[src/rtl/fetch_pkg.sv]
// rtl/fetch_pkg.sv - shared types and constants for the instruction fetch stage
package fetch_pkg;

  typedef enum logic [1:0] {
    ST_IDLE    = 2'b00,
    ST_WAIT    = 2'b01,
    ST_CAPTURE = 2'b10
  } fetch_state_t;

  localparam int          PC_INC           = 4;
  localparam logic [31:0] DEFAULT_RESET_PC = 32'h0000_0000;
  localparam int          WAIT_MIN         = 1;
  localparam int          WAIT_MAX         = 15;

  // Out-of-range wait counts are pulled back into the range the 4-bit counter can hold.
  function automatic int clamp_wait(input int cycles);
    if (cycles < WAIT_MIN) return WAIT_MIN;
    if (cycles > WAIT_MAX) return WAIT_MAX;
    return cycles;
  endfunction

endpackage

[src/rtl/pc_register.sv]
// rtl/pc_register.sv - program counter with aligned load, increment and sticky misalign flag
module pc_register
  import fetch_pkg::*;
#(
  parameter int                ADDR_W   = 32,
  parameter logic [ADDR_W-1:0] RESET_PC = ADDR_W'(DEFAULT_RESET_PC)
) (
  input  logic              clk,
  input  logic              reset,
  input  logic              load,
  input  logic              increment,
  input  logic [ADDR_W-1:0] pc_next,
  output logic [ADDR_W-1:0] pc,
  output logic [ADDR_W-1:0] pc_plus4,
  output logic              misalign
);

  logic [ADDR_W-1:0] pc_aligned;
  logic              target_misaligned;

  assign pc_plus4          = pc + ADDR_W'(PC_INC);
  assign pc_aligned        = {pc_next[ADDR_W-1:2], 2'b00};
  assign target_misaligned = |pc_next[1:0];

  // A redirect wins if both are ever raised together; the fetch FSM never does so.
  always_ff @(posedge clk or posedge reset) begin
    if (reset) begin
      pc       <= RESET_PC;
      misalign <= 1'b0;
    end else if (load) begin
      pc       <= pc_aligned;
      misalign <= misalign | target_misaligned;
    end else if (increment) begin
      pc       <= pc_plus4;
    end
  end

endmodule

[src/rtl/instr_fetch_unit.sv]
// rtl/instr_fetch_unit.sv - multicycle fetch stage: PC, memory wait counter and instruction register
module instr_fetch_unit
  import fetch_pkg::*;
#(
  parameter int                ADDR_W      = 32,
  parameter int                WAIT_CYCLES = 2,
  parameter logic [ADDR_W-1:0] RESET_PC    = ADDR_W'(DEFAULT_RESET_PC)
) (
  input  logic              clk,
  input  logic              reset,
  input  logic              fetch_req,
  output logic              fetch_ready,
  input  logic              pc_write,
  input  logic [ADDR_W-1:0] pc_next,
  output logic [ADDR_W-1:0] imem_addr,
  input  logic [ADDR_W-1:0] imem_instr,
  output logic [ADDR_W-1:0] ir,
  output logic              ir_valid,
  output logic [ADDR_W-1:0] pc,
  output logic [ADDR_W-1:0] pc_plus4,
  output logic              misalign
);

  localparam int         WAIT_EFF  = clamp_wait(WAIT_CYCLES);
  localparam logic [3:0] CNT_START = 4'(WAIT_EFF - 1);

  fetch_state_t state;
  logic [3:0]   cnt;
  logic         pc_load;
  logic         pc_inc;

  assign pc_load   = (state == ST_IDLE) && pc_write;
  assign pc_inc    = (state == ST_CAPTURE);
  assign imem_addr = pc;

  pc_register #(
    .ADDR_W   (ADDR_W),
    .RESET_PC (RESET_PC)
  ) u_pc_register (
    .clk       (clk),
    .reset     (reset),
    .load      (pc_load),
    .increment (pc_inc),
    .pc_next   (pc_next),
    .pc        (pc),
    .pc_plus4  (pc_plus4),
    .misalign  (misalign)
  );

  // The PC only moves in IDLE (redirect) or CAPTURE (increment), so the address
  // presented to memory is stable for the whole wait.
  always_ff @(posedge clk or posedge reset) begin
    if (reset) begin
      state       <= ST_IDLE;
      cnt         <= 4'd0;
      ir          <= '0;
      ir_valid    <= 1'b0;
      fetch_ready <= 1'b1;
    end else begin
      ir_valid <= 1'b0;
      case (state)
        ST_IDLE: begin
          if (fetch_req && !pc_write) begin
            cnt         <= CNT_START;
            state       <= ST_WAIT;
            fetch_ready <= 1'b0;
          end
        end
        ST_WAIT: begin
          if (cnt == 4'd0) begin
            state <= ST_CAPTURE;
          end else begin
            cnt <= cnt - 4'd1;
          end
        end
        ST_CAPTURE: begin
          ir          <= imem_instr;
          ir_valid    <= 1'b1;
          state       <= ST_IDLE;
          fetch_ready <= 1'b1;
        end
        default: begin
          state       <= ST_IDLE;
          fetch_ready <= 1'b1;
        end
      endcase
    end
  end

endmodule

[config.mk]
export PLATFORM = sky130hd
export DESIGN_NAME = instr_fetch_unit
export DESIGN_NICKNAME = d
export VERILOG_FILES = /design/src/rtl/fetch_pkg.sv /design/src/rtl/pc_register.sv /design/src/rtl/instr_fetch_unit.sv
export SDC_FILE = /design/constraint.sdc
export NUM_CORES = 1
export LEC_CHECK = 0
export CAP_MARGIN = 40
export CORE_MARGIN = 2
export CORE_UTILIZATION = 41
export CTS_CLUSTER_DIAMETER = 60
export DETAILED_ROUTE_END_ITERATION = 6
export GPL_TIMING_DRIVEN = 0
export PLACE_DENSITY = 0.81
export SLEW_MARGIN = 25
export SYNTH_ARGS = -nofsm -noshare
export SYNTH_HDL_FRONTEND = slang
export SYNTH_SLANG_ARGS = --single-unit
[constraint.sdc]
create_clock -name clk -period 3.3 [get_ports clk]
set_input_delay 0.66 -clock clk [delete_from_list [all_inputs] [get_ports clk]]
set_output_delay 0.66 -clock clk [all_outputs]
set_load 0.1 [all_outputs]
==> qor.yml, run 1 <==
ys_seq_area_share_pct: 43.5
synth_area_leader_cell: "dfrtp_1"
ys_async_sr_fraction_pct: 100
cts_buffers: 9
synth-seq-cells: 71
chipHeight_um: 104
htreeDepth: 3
port_buffers: 192
syn_area_per_cell_sq_um: 8.57
ys_warn_count: 0
ioPinCount: 199
gp_congestion: 0.866
start_util_pct: 42.0
grt_max_degree: 44
clk_path_buf_depth: 2
die_w_um: 104
synth_edf_count: 0
synthFlopType: "dfrtp_1"
dp_cells: 933
row_count: 36
track_usage_pct: 70.7
dp_hpwl_um: 16200
grt_overflow_total: 5
ys_types: 47
status: "did not finish"
synthCells: 477
failed_stage: "5_1_grt"
synth_top_area_share_pct: 42.9
synthesis.area_sq_um: 4090
clkSinkCount: 71
error: "[ERROR GRT-0232] Routing congestion too high. Check the congestion heatmap in the GUI."
clock-root-buffer: "clkbuf_8"
synth_area_leaders: "dfrtp_1, nand2_1, buf_4"
==> kinds of logic after synthesis <==
family,Yosys count,synth area share [%]
AO/OA/AOI/OAI,59,10.9
XOR/XNOR,30,6.43
adder cells (fa/ha/maj),3,0.919
buffers and inverters,75,10.5
flip-flops,71,43.5
multiplexers,1,0.276
other,1,0.0918
AND/OR/NAND/NOR,237,27.4
==> routing by layer <==
metal | overflow | global-route usage (%)
met5 | 0 | 19.5
met4 | 2 | 74.5
met3 | 0 | 50.2
met1 | 0 | 70.0
met2 | 3 | 90.1
==> what timing repair did <==
item,CTS
buffers inserted,38
endpoints found under the setup margin,23
resized for setup,56
pin swaps,14
hold buffers,0
==> cells in the mapped netlist (all sizes together), types with 3 or more instances <==
cell / n
ha: 3
a21oi: 3
nor2: 26
nor3: 11
inv: 8
xnor2: 16
a21o: 6
and4: 5
nand2: 125
nor4: 8
nand3: 27
a221o: 8
dfrtp: 70
buf: 45
o311ai: 4
o21ai: 7
xor2: 14
nand4: 14
a22oi: 12
clkbuf: 22
or4: 9
o211ai: 8
==> through the flow <==
stage | worst slack (ns) | hold slack (ns) | instance area [sq um] | TNS (ns) | utilization (%)
CTS | 0.0226 | 0.488 | 9340 | 0 | 96.0
global placement | -1.21 | 0.457 | 6650 | -43.36 | 68.4
floorplan | -0.245 | 0.472 | 4560 | -1.10 | -
detailed placement | -0.540 | 0.463 | 8770 | -4.15 | 90.1
==> run 2, diff against run 1 <==
CORE_UTILIZATION = 33   (was 41)
CTS_CLUSTER_DIAMETER = not set   (was 60)
PLACE_DENSITY = not set   (was 0.81)
PLACE_DENSITY_LB_ADDON = 0.15   (was not set)
==> qor.yml, run 2 <==
largest_register_ffs: 32
hold_slack_ns: 0.477
num_antenna_cells: 0
seq_area_sq_um: 1810
crit_type: "reg -> out"
synth_simple_gate_area_share_pct: 27.4  # unchanged
clkTransAtPathRegs_ns: 0.06
synthCells: 477  # unchanged
gp_congestion: 0.865  # was 0.866
grt_overflow_total: 0
track_usage_pct: 27.6
start_kind: "flip-flop"
drv_cap: 0
crit_chain: "ha_4 -> nand3_1 -> or4_4 -> xnor2_2 -> clkdlybuf4s50_1 -> buf_8"
r2r_end: "u_pc_register.pc[23]$_DFFE_PP0P_"
cts_buffers: 9  # unchanged
synthAdderAreaFrac_pct: 0.919  # unchanged
die_w_um: 115  # was 104 um
yosys-mux-area-fraction_pct: 0.276  # unchanged
fin_nets: 889
ys_seq_area_share_pct: 43.5  # unchanged
synthesis.area_sq_um: 4090  # unchanged
vias: 5043
critPathArrivalTime_ns: 2.56
synth.most_common_cell: "nand2_1"  # unchanged
drc_errors: 0
reg2reg_setup_slack_ns: 0.55
ys_types: 47  # unchanged
synth_xor_area_share_pct: 6.43  # unchanged
synth_commonest_cells: "nand2_1, dfrtp_1, buf_4"  # unchanged
r2r_cells: 7
area_growth_syn_to_layout_pct: 131
drt_iter0_drc: 327
maxSlewViolCount: 0
synth_edf_count: 0  # unchanged
dr.pass1.iters: 7
wl_per_cell_um: 18.0
synth_top_family_by_area: "simple AND/OR/NAND/NOR gates"  # unchanged
crit_required_ns: 2.64
ys_async_sr_fraction_pct: 100  # unchanged
synth-compound-area-share_pct: 10.9  # unchanged
startpoint: "u_pc_register.pc[2]$_DFFE_PP0P_"
hp-class: "reg -> reg"
synth-seq-cells: 71  # unchanged
layout_common_cells: "clkdlybuf4s50_1, nand2_1, buf_8, buf_4, dfrtp_1"
insertion_delay_ns: 0.34
fillers: 720
row_count: 40  # was 36
ioPinCount: 199  # unchanged
coreArea_sq_um: 12100
synth_top_area_share_pct: 42.9  # unchanged
drive_above_1_share_pct: 35.6
critPathCaptureType: "output port"
htreeDepth: 3  # unchanged
synth_area_leaders: "dfrtp_1, nand2_1, buf_4"  # unchanged
endpoint: "pc_plus4[16]"
die_area_sq_um: 13300
fmax_mhz: 310
drtAntennaViolNets: 0
cts_tree: "built"
post-route-period-util_pct: 97.7
grt_first_pass_wirelength_um: 28000
slowest_stage: "or4_4"
start_util_pct: 33.9  # was 42.0%
dp_hpwl_um: 13100  # was 16200 um
cpPeakStageDelay_ns: 0.63
worst-path-buf-inv: 2
finalHoldViolCount: 0
clk_path_buf_depth: 2  # unchanged
cp_num_cells: 6
antenna_found_initial: 0
holdBufCountCts: 0  # unchanged
hold_start: "ir[18]$_DFFE_PP0P_"
post-route-min-period_ns: 3.22
top_regs: "ir: 32 flops, u_pc_register.pc: 30 flops, cnt: 4 flops"
finalSetupViolCount: 0
reg2reg_from: "state[0]$_DFFE_PP0P_"
port_buffers: 192  # unchanged
ys_warn_count: 0  # unchanged
multi_input_area_sq_um: 2420
dp_cells: 968  # was 933
clock-root-buffer: "clkbuf_16"  # was clkbuf_8
synthFlopType: "dfrtp_1"  # unchanged
cp_max_fo: 3
synth_area_leader_cell: "dfrtp_1"  # unchanged
regMostFlops: "ir"
status: "finished clean"  # was did not finish
relSlewSlack_pct: 44.8
final_common_cell: "clkdlybuf4s50_1"
grt_max_degree: 37
final_cells: 991
clkSinkCount: 71  # unchanged
cpLargestDelayFamily: "simple AND/OR/NAND/NOR gates"
wirelength_um: 17800
first_global_vias: 5242
via_per_inst: 5.09
chipHeight_um: 115  # was 104 um
worst_slew_pin_slew_ns: 0.825
syn_area_per_cell_sq_um: 8.57  # unchanged
clock_skew_ns: 0.00541
-- run 2: cell counts after synthesis --
No cell type changed its count.
-- run 2: layout make-up --
class                      instances  area share, %
timing repair buffer             332           44.6
multi-input combinational        336           25.6
sequential                        71           19.2
buffer                            60           4.38
clock buffer                      11           2.57
tap                              168           2.23
clock inverter                     5           1.11
inverter                           8          0.345
-- run 2: what timing repair did --
item,in CTS,in global routing
cloned,0,0
pin swaps,8,6
setup endpoints to repair,22,9
gates resized for setup,46,11
buffers inserted,20,7
-- run 2: cells by family (layout without fill, tap and decap cells) --
group / count (synthesis) / count (layout)
AOI/OAI and AO/OA: 59 / 59
xor gates and xnor gates: 30 / 30
adders and majority gates: 3 / 3
buffers and inverters: 75 / 416
DFF: 71 / 71
muxes: 1 / 1
other: 1 / 6
and+or+nand+nor: 237 / 237
-- run 2: per-layer routing --
metal	track usage (%)	part of all wire, %	vias to the layer above	wire, um
li1	-	-	2287	-
met1	32.3	36	2467	6360
met2	48.8	54	248	9570
met3	5.90	7.5	41	1340
met4	11.8	3.0	0	527
met5	0	0	-	0
-- run 2: per-stage QoR --
step                cell area, sq um  util [%]  setup TNS [ns]  setup WS, ns
finish                          9430      78.2               0        0.0753
global route                    9430      78.2        -0.00469      -0.00469
CTS                             9390      77.9         -0.0127       -0.0127
detailed placement              8820      73.2           -2.86        -0.527
global placement                6690      55.5          -54.81         -1.29
floorplan                       4560         -           -1.10        -0.245
-- run 2: worst register-to-register path, delay by kind of cell (launching register included) --
family | cells | cell delay, ns
buffers and inverters | 3 | 1.18
and+or+nand+nor | 3 | 0.93
DFF | 1 | 0.42
AOI/OAI and AO/OA | 1 | 0.16
-- run 2: worst min path at each step --
stage,end,slack [ns],cells after the start
2_1_floorplan,cnt[0]$_DFFE_PP0P_,0.47,1
3_3_place_gp,ir[18]$_DFFE_PP0P_,0.46,2
3_5_place_dp,ir[18]$_DFFE_PP0P_,0.46,2
4_1_cts,ir[18]$_DFFE_PP0P_,0.48,2
5_1_grt,ir[15]$_DFFE_PP0P_,0.50,2
6_report,ir[18]$_DFFE_PP0P_,0.48,2
Power of run 2 is left out: the tool's default activity adds up to more than one toggle a clock period on the data nets, which glitch-free logic cannot reach.
